### src/rtl/second_operand_stage.sv
// Registered ALU B-operand stage between ID and EX: source select, EX/MEM forwarding,
// load-use stall detection, valid/ready handshake and flush. SOP_WB_BYPASS_EN adds a WB bypass.
module second_operand_stage #(
  parameter int XLEN        = 32,
  parameter int REG_W       = 5,
  parameter int STALL_CNT_W = 16
) (
  input  logic                   clk,
  input  logic                   reset,
  input  logic                   in_valid,
  output logic                   in_ready,
  input  logic [2:0]             S,
  input  logic [REG_W-1:0]       rs2,
  input  logic [XLEN-1:0]        PB,
  input  logic [11:0]            imm12_I,
  input  logic [11:0]            imm12_S,
  input  logic [11:0]            imm12_B,
  input  logic [19:0]            imm20,
  input  logic [19:0]            imm20_J,
  input  logic [XLEN-1:0]        PC,
  input  logic                   ex_wr_en,
  input  logic                   ex_is_load,
  input  logic [REG_W-1:0]       ex_rd,
  input  logic [XLEN-1:0]        ex_result,
  input  logic                   mem_wr_en,
  input  logic [REG_W-1:0]       mem_rd,
  input  logic [XLEN-1:0]        mem_result,
`ifdef SOP_WB_BYPASS_EN
  input  logic                   wb_wr_en,
  input  logic [REG_W-1:0]       wb_rd,
  input  logic [XLEN-1:0]        wb_result,
`endif
  input  logic                   flush,
  output logic                   out_valid,
  input  logic                   out_ready,
  output logic [XLEN-1:0]        N,
  output logic [STALL_CNT_W-1:0] stall_count
);

  typedef enum logic [2:0] {
    SRC_PB    = 3'd0,
    SRC_IMM_I = 3'd1,
    SRC_IMM_S = 3'd2,
    SRC_IMM_U = 3'd3,
    SRC_PC    = 3'd4,
    SRC_IMM_B = 3'd5,
    SRC_IMM_J = 3'd6,
    SRC_ZERO  = 3'd7
  } src_e;

  src_e src;
  assign src = src_e'(S);

  // Signed intermediates so that a width cast to XLEN performs the sign extension.
  logic signed [11:0] imm_i_s;
  logic signed [11:0] imm_s_s;
  logic signed [31:0] imm_u_s;
  logic signed [12:0] imm_b_s;
  logic signed [20:0] imm_j_s;

  assign imm_i_s = imm12_I;
  assign imm_s_s = imm12_S;
  assign imm_u_s = {imm20, 12'h000};
  assign imm_b_s = {imm12_B, 1'b0};
  assign imm_j_s = {imm20_J, 1'b0};

  logic rs2_nz;
  logic ex_fwd;
  logic mem_fwd;
  logic wb_fwd;
  logic hazard;
  logic xfer;
  logic [XLEN-1:0] pb_fwd;
  logic [XLEN-1:0] wb_val;
  logic [XLEN-1:0] sel_val;

  assign rs2_nz  = (rs2 != '0);
  assign ex_fwd  = ex_wr_en && !ex_is_load && (ex_rd == rs2) && rs2_nz;
  assign mem_fwd = mem_wr_en && (mem_rd == rs2) && rs2_nz;

`ifdef SOP_WB_BYPASS_EN
  assign wb_fwd = wb_wr_en && (wb_rd == rs2) && rs2_nz;
  assign wb_val = wb_result;
`else
  assign wb_fwd = 1'b0;
  assign wb_val = PB;
`endif

  // A load in EX cannot be forwarded yet: the consumer has to wait one cycle.
  assign hazard = in_valid && (src == SRC_PB) && ex_wr_en && ex_is_load &&
                  (ex_rd == rs2) && rs2_nz;

  logic            out_valid_q, out_valid_d;
  logic [XLEN-1:0] n_q, n_d;
  logic [STALL_CNT_W-1:0] stall_cnt_q, stall_cnt_d;

  assign in_ready = (!out_valid_q || out_ready) && !hazard;
  assign xfer     = in_valid && in_ready;

  always_comb begin
    // NOTE: every combinational output gets a default first so no path leaves it unassigned (no latch).
    pb_fwd = PB;
    if (ex_fwd)       pb_fwd = ex_result;
    else if (mem_fwd) pb_fwd = mem_result;
    else if (wb_fwd)  pb_fwd = wb_val;
  end

  always_comb begin
    sel_val = '0;
    unique case (src)
      SRC_PB:    sel_val = pb_fwd;
      SRC_IMM_I: sel_val = XLEN'(imm_i_s);
      SRC_IMM_S: sel_val = XLEN'(imm_s_s);
      SRC_IMM_U: sel_val = XLEN'(imm_u_s);
      SRC_PC:    sel_val = PC;
      SRC_IMM_B: sel_val = XLEN'(imm_b_s);
      SRC_IMM_J: sel_val = XLEN'(imm_j_s);
      SRC_ZERO:  sel_val = '0;
      default:   sel_val = '0;
    endcase
  end

  always_comb begin
    out_valid_d = out_valid_q;
    n_d         = n_q;
    stall_cnt_d = stall_cnt_q;

    // Flush squashes both the held operand and any operand accepted this cycle.
    if (flush) begin
      out_valid_d = 1'b0;
    end else if (xfer) begin
      out_valid_d = 1'b1;
      n_d         = sel_val;
    end else if (out_ready) begin
      out_valid_d = 1'b0;
    end

    if (hazard && (stall_cnt_q != '1)) begin
      stall_cnt_d = stall_cnt_q + STALL_CNT_W'(1);
    end
  end

  // NOTE: sequential state uses non-blocking assignments so all flops update together at the edge.
  always_ff @(posedge clk or posedge reset) begin
    if (reset) begin
      out_valid_q <= 1'b0;
      n_q         <= '0;
      stall_cnt_q <= '0;
    end else begin
      out_valid_q <= out_valid_d;
      n_q         <= n_d;
      stall_cnt_q <= stall_cnt_d;
    end
  end

  assign out_valid   = out_valid_q;
  assign N           = n_q;
  assign stall_count = stall_cnt_q;

endmodule

### config.mk
export PLATFORM = sky130hd
export DESIGN_NAME = second_operand_stage
export DESIGN_NICKNAME = d
export VERILOG_FILES = /design/src/rtl/second_operand_stage.sv
export SDC_FILE = /design/constraint.sdc
export NUM_CORES = 1
export LEC_CHECK = 0
export CAP_MARGIN = 20
export CORE_AREA = 2 2 108 110
export DETAILED_ROUTE_END_ITERATION = 10
export DIE_AREA = 0 0 110 112
export PLACE_DENSITY = 0.88
export SYNTH_ARGS = -nofsm -noshare
export SYNTH_HDL_FRONTEND = slang
export SYNTH_SLANG_ARGS = --single-unit
export TNS_END_PERCENT = 30
### constraint.sdc
create_clock -name clk -period 4.5 [get_ports clk]
set_input_delay 0.45 -clock clk [delete_from_list [all_inputs] [get_ports clk]]
set_output_delay 0.45 -clock clk [all_outputs]
set_load 0.005 [all_outputs]
==> flow_summary.json <==
{
  "grt_pass1_vias": 4640,
  "final_common_cell": "clkdlybuf4s50_1",
  "hold_path_class": "in2async",
  "cts_buffers": 5,
  "htree_num_levels": 2,
  "critPathMaxFanout": 13,
  "drt-pass1-iter-count": 4,
  "ys_seq_area_share_pct": 34.0,
  "peakVddDrop_mv": 0.151,
  "yosys.cell_types.count": 43,
  "synthArstFlopShare_pct": 100,
  "cts_tree": "done",
  "fmax_mhz": 300,
  "worstReg2RegStart": "stall_count[4]",
  "die_h_um": 112,
  "ios": 280,
  "slew_violations": 0,
  "worstSetupPathType": "in2out",
  "vias": 4548,
  "cp_slowest_cell": "clkdlybuf4s50_1",
  "layout-drive-gt1-share_pct": 6.68,
  "syn_area_per_cell_um2": 8.41,
  "core-area_um2": 11200,
  "crit_chain": "clkdlybuf4s50_1, nor3_4, nand3_1, nor4_2, nor2b_1, clkdlybuf4s50_1",
  "syn-cell-area_um2": 3610,
  "tns_ns": 0,
  "area_growth_pct": 85.2,
  "ctsResizeCount": 0,
  "hold_buffers": 0,
  "arrival_ns": 2.88,
  "grt_start_max_net_pins": 65,
  "setup_viol": 0,
  "post-cts-setup-buffer-count": 0,
  "syn-num-nets": 660,
  "ys.warnings.count": 0,
  "die_w_um": 110,
  "syn_inst": 429,
  "num_rows": 39,
  "holdWs_ns": 0.458,
  "min_period_over_period_pct": 74.1,
  "fin_skew_ns": 0.00408,
  "detailedRoute.firstIterationViolations": 220,
  "r2r_end": "stall_count[3]",
  "critPathRequiredTime_ns": 4.05,
  "utilization_pct": 59.8,
  "clk_pin_slew_ns": 0.07,
  "track_usage_pct": 24.4,
  "maxCapViolCount": 0,
  "num-nets-final": 919,
  "ys_seq_elements": 49,
  "antenna_found_initial": 0,
  "initial_core_util_pct": 32.3,
  "cp_top_family": "buffers and inverters",
  "routed_wl_um": 15600,
  "final_area_um2": 6690,
  "synth-edff-count": 0,
  "dp_cells": 822,
  "clock_latency_ns": 0.28,
  "leakagePower_nw": 2.64,
  "reg2reg_slack_ns": 2.36,
  "via_per_inst": 5.47,
  "antenna_cells": 0,
  "timing.critical_path.buf_inv": 2,
  "root_buffer": "clkbuf_16",
  "finalCriticalPeriod_ns": 3.33,
  "grt_pass1_wl_um": 23400,
  "cp_common_cell": "clkdlybuf4s50_1",
  "io_buffer_count": 279,
  "cp-end-kind": "output port",
  "dpl_cell_area_um2": 6490,
  "clock_path_buffers": 2,
  "wire_per_inst_um": 18.8,
  "synthFlopType": "dfrtp_1",
  "nFillCells": 962,
  "slew_headroom_pct": 32.2,
  "power_density_nw_per_um2": 223,
  "cpPeakStageDelay_ns": 0.80,
  "clock-sinks": 49,
  "crit_start": "S[1]",
  "die_area_um2": 12300,
  "grt_overflow": 0,
  "status": "complete, no violations",
  "place.gp.congestion": 0.880,
  "hold_violations": 0,
  "drc": 0,
  "stdcell_count": 832,
  "tightest_slew_ns": 1.02,
  "final_cell_mix": "clkdlybuf4s50_1, nand2_1, dfrtp_1, o21ai_0, a31oi_1",
  "startpoint_type": "input port",
  "rr_worst_depth": 6,
  "dp_hpwl_um": 12100,
  "ant_nets": 0,
  "rsz0062_at_grt": "false"
}
where the power goes:
group / switching (W) / internal, W
Combinational: 0.000174 / 0.000355
Sequential: 0.0000336 / 0.000494
Clock: 0.000169 / 0.000264
Total: 0.000376 / 0.00111
layer usage:
metal	global-route usage, %	share of wire [%]	vias up
li1	-	-	2130
met1	28.2	37	2146
met2	43.8	51	242
met3	4.98	9.5	30
met4	8.52	2.5	0
met5	0	0	-
state kept, by name (all words and copies together), names as in the netlist:
name / cells
stall_count: 16
N: 32
out_valid: 1
cell type report:
cell class	instances	area [um2]	share of cell area, %
clock buffer	6	129	1.93
clock inverter	2	38.8	0.580
inverter	2	7.51	0.112
multi-input combinational	338	2200	33.0
sequential	49	1230	18.3
tap	143	179	2.68
timing repair buffer	292	2900	43.4
through the flow:
stage          setup WS, ns  total power (W)
2_1_floorplan          2.31         0.000693
3_3_place_gp           1.18          0.00105
3_5_place_dp           1.04          0.00106
4_1_cts                1.14          0.00150
5_1_grt               0.979          0.00156
6_report               1.17          0.00149
cell usage after synthesis, drive strengths merged, types with 2 or more instances:
cell	instances	area, um2
a221oi	18	158
a22o	12	105
a31o	9	78.8
a31oi	33	206
and2	2	12.5
and3	3	18.8
and4	2	17.5
buf	10	67.6
clkbuf	30	113
dfrtp	49	1230
inv	2	7.51
mux2	9	101
mux2i	11	110
nand2	88	333
nand3	5	25.0
nand4	7	43.8
nor2	18	70.1
nor2b	5	31.3
nor3	2	15.0
nor4	2	18.8
o211a	11	110
o21ai	42	210
o22a	11	96.3
o32a	12	120
or4	2	18.8
xnor2	14	123
xor2	11	96.3
worst max path at each step:
stage | end | slack (ns) | depth (start not counted)
final | in_ready | 1.17 | 6
after detailed placement | N[28] | 1.04 | 7
after floorplan | N[21] | 2.31 | 8
after global placement | N[24] | 1.18 | 8
after CTS | in_ready | 1.14 | 6
after global routing | in_ready | 0.98 | 6
logic make-up (layout without fill, tap and decap cells):
family,Yosys count,count (layout),share of synthesized area (%)
DFF,49,49,34.0
muxes,20,20,5.86
buffers and inverters,42,302,5.20
adders and majority gates,1,1,0.347
and+or+nand+nor,138,138,17.3
AOI/OAI and AO/OA,154,154,31.3
xor gates and xnor gates,25,25,6.07
No activity file was read; power rests on OpenSTA's default activity.
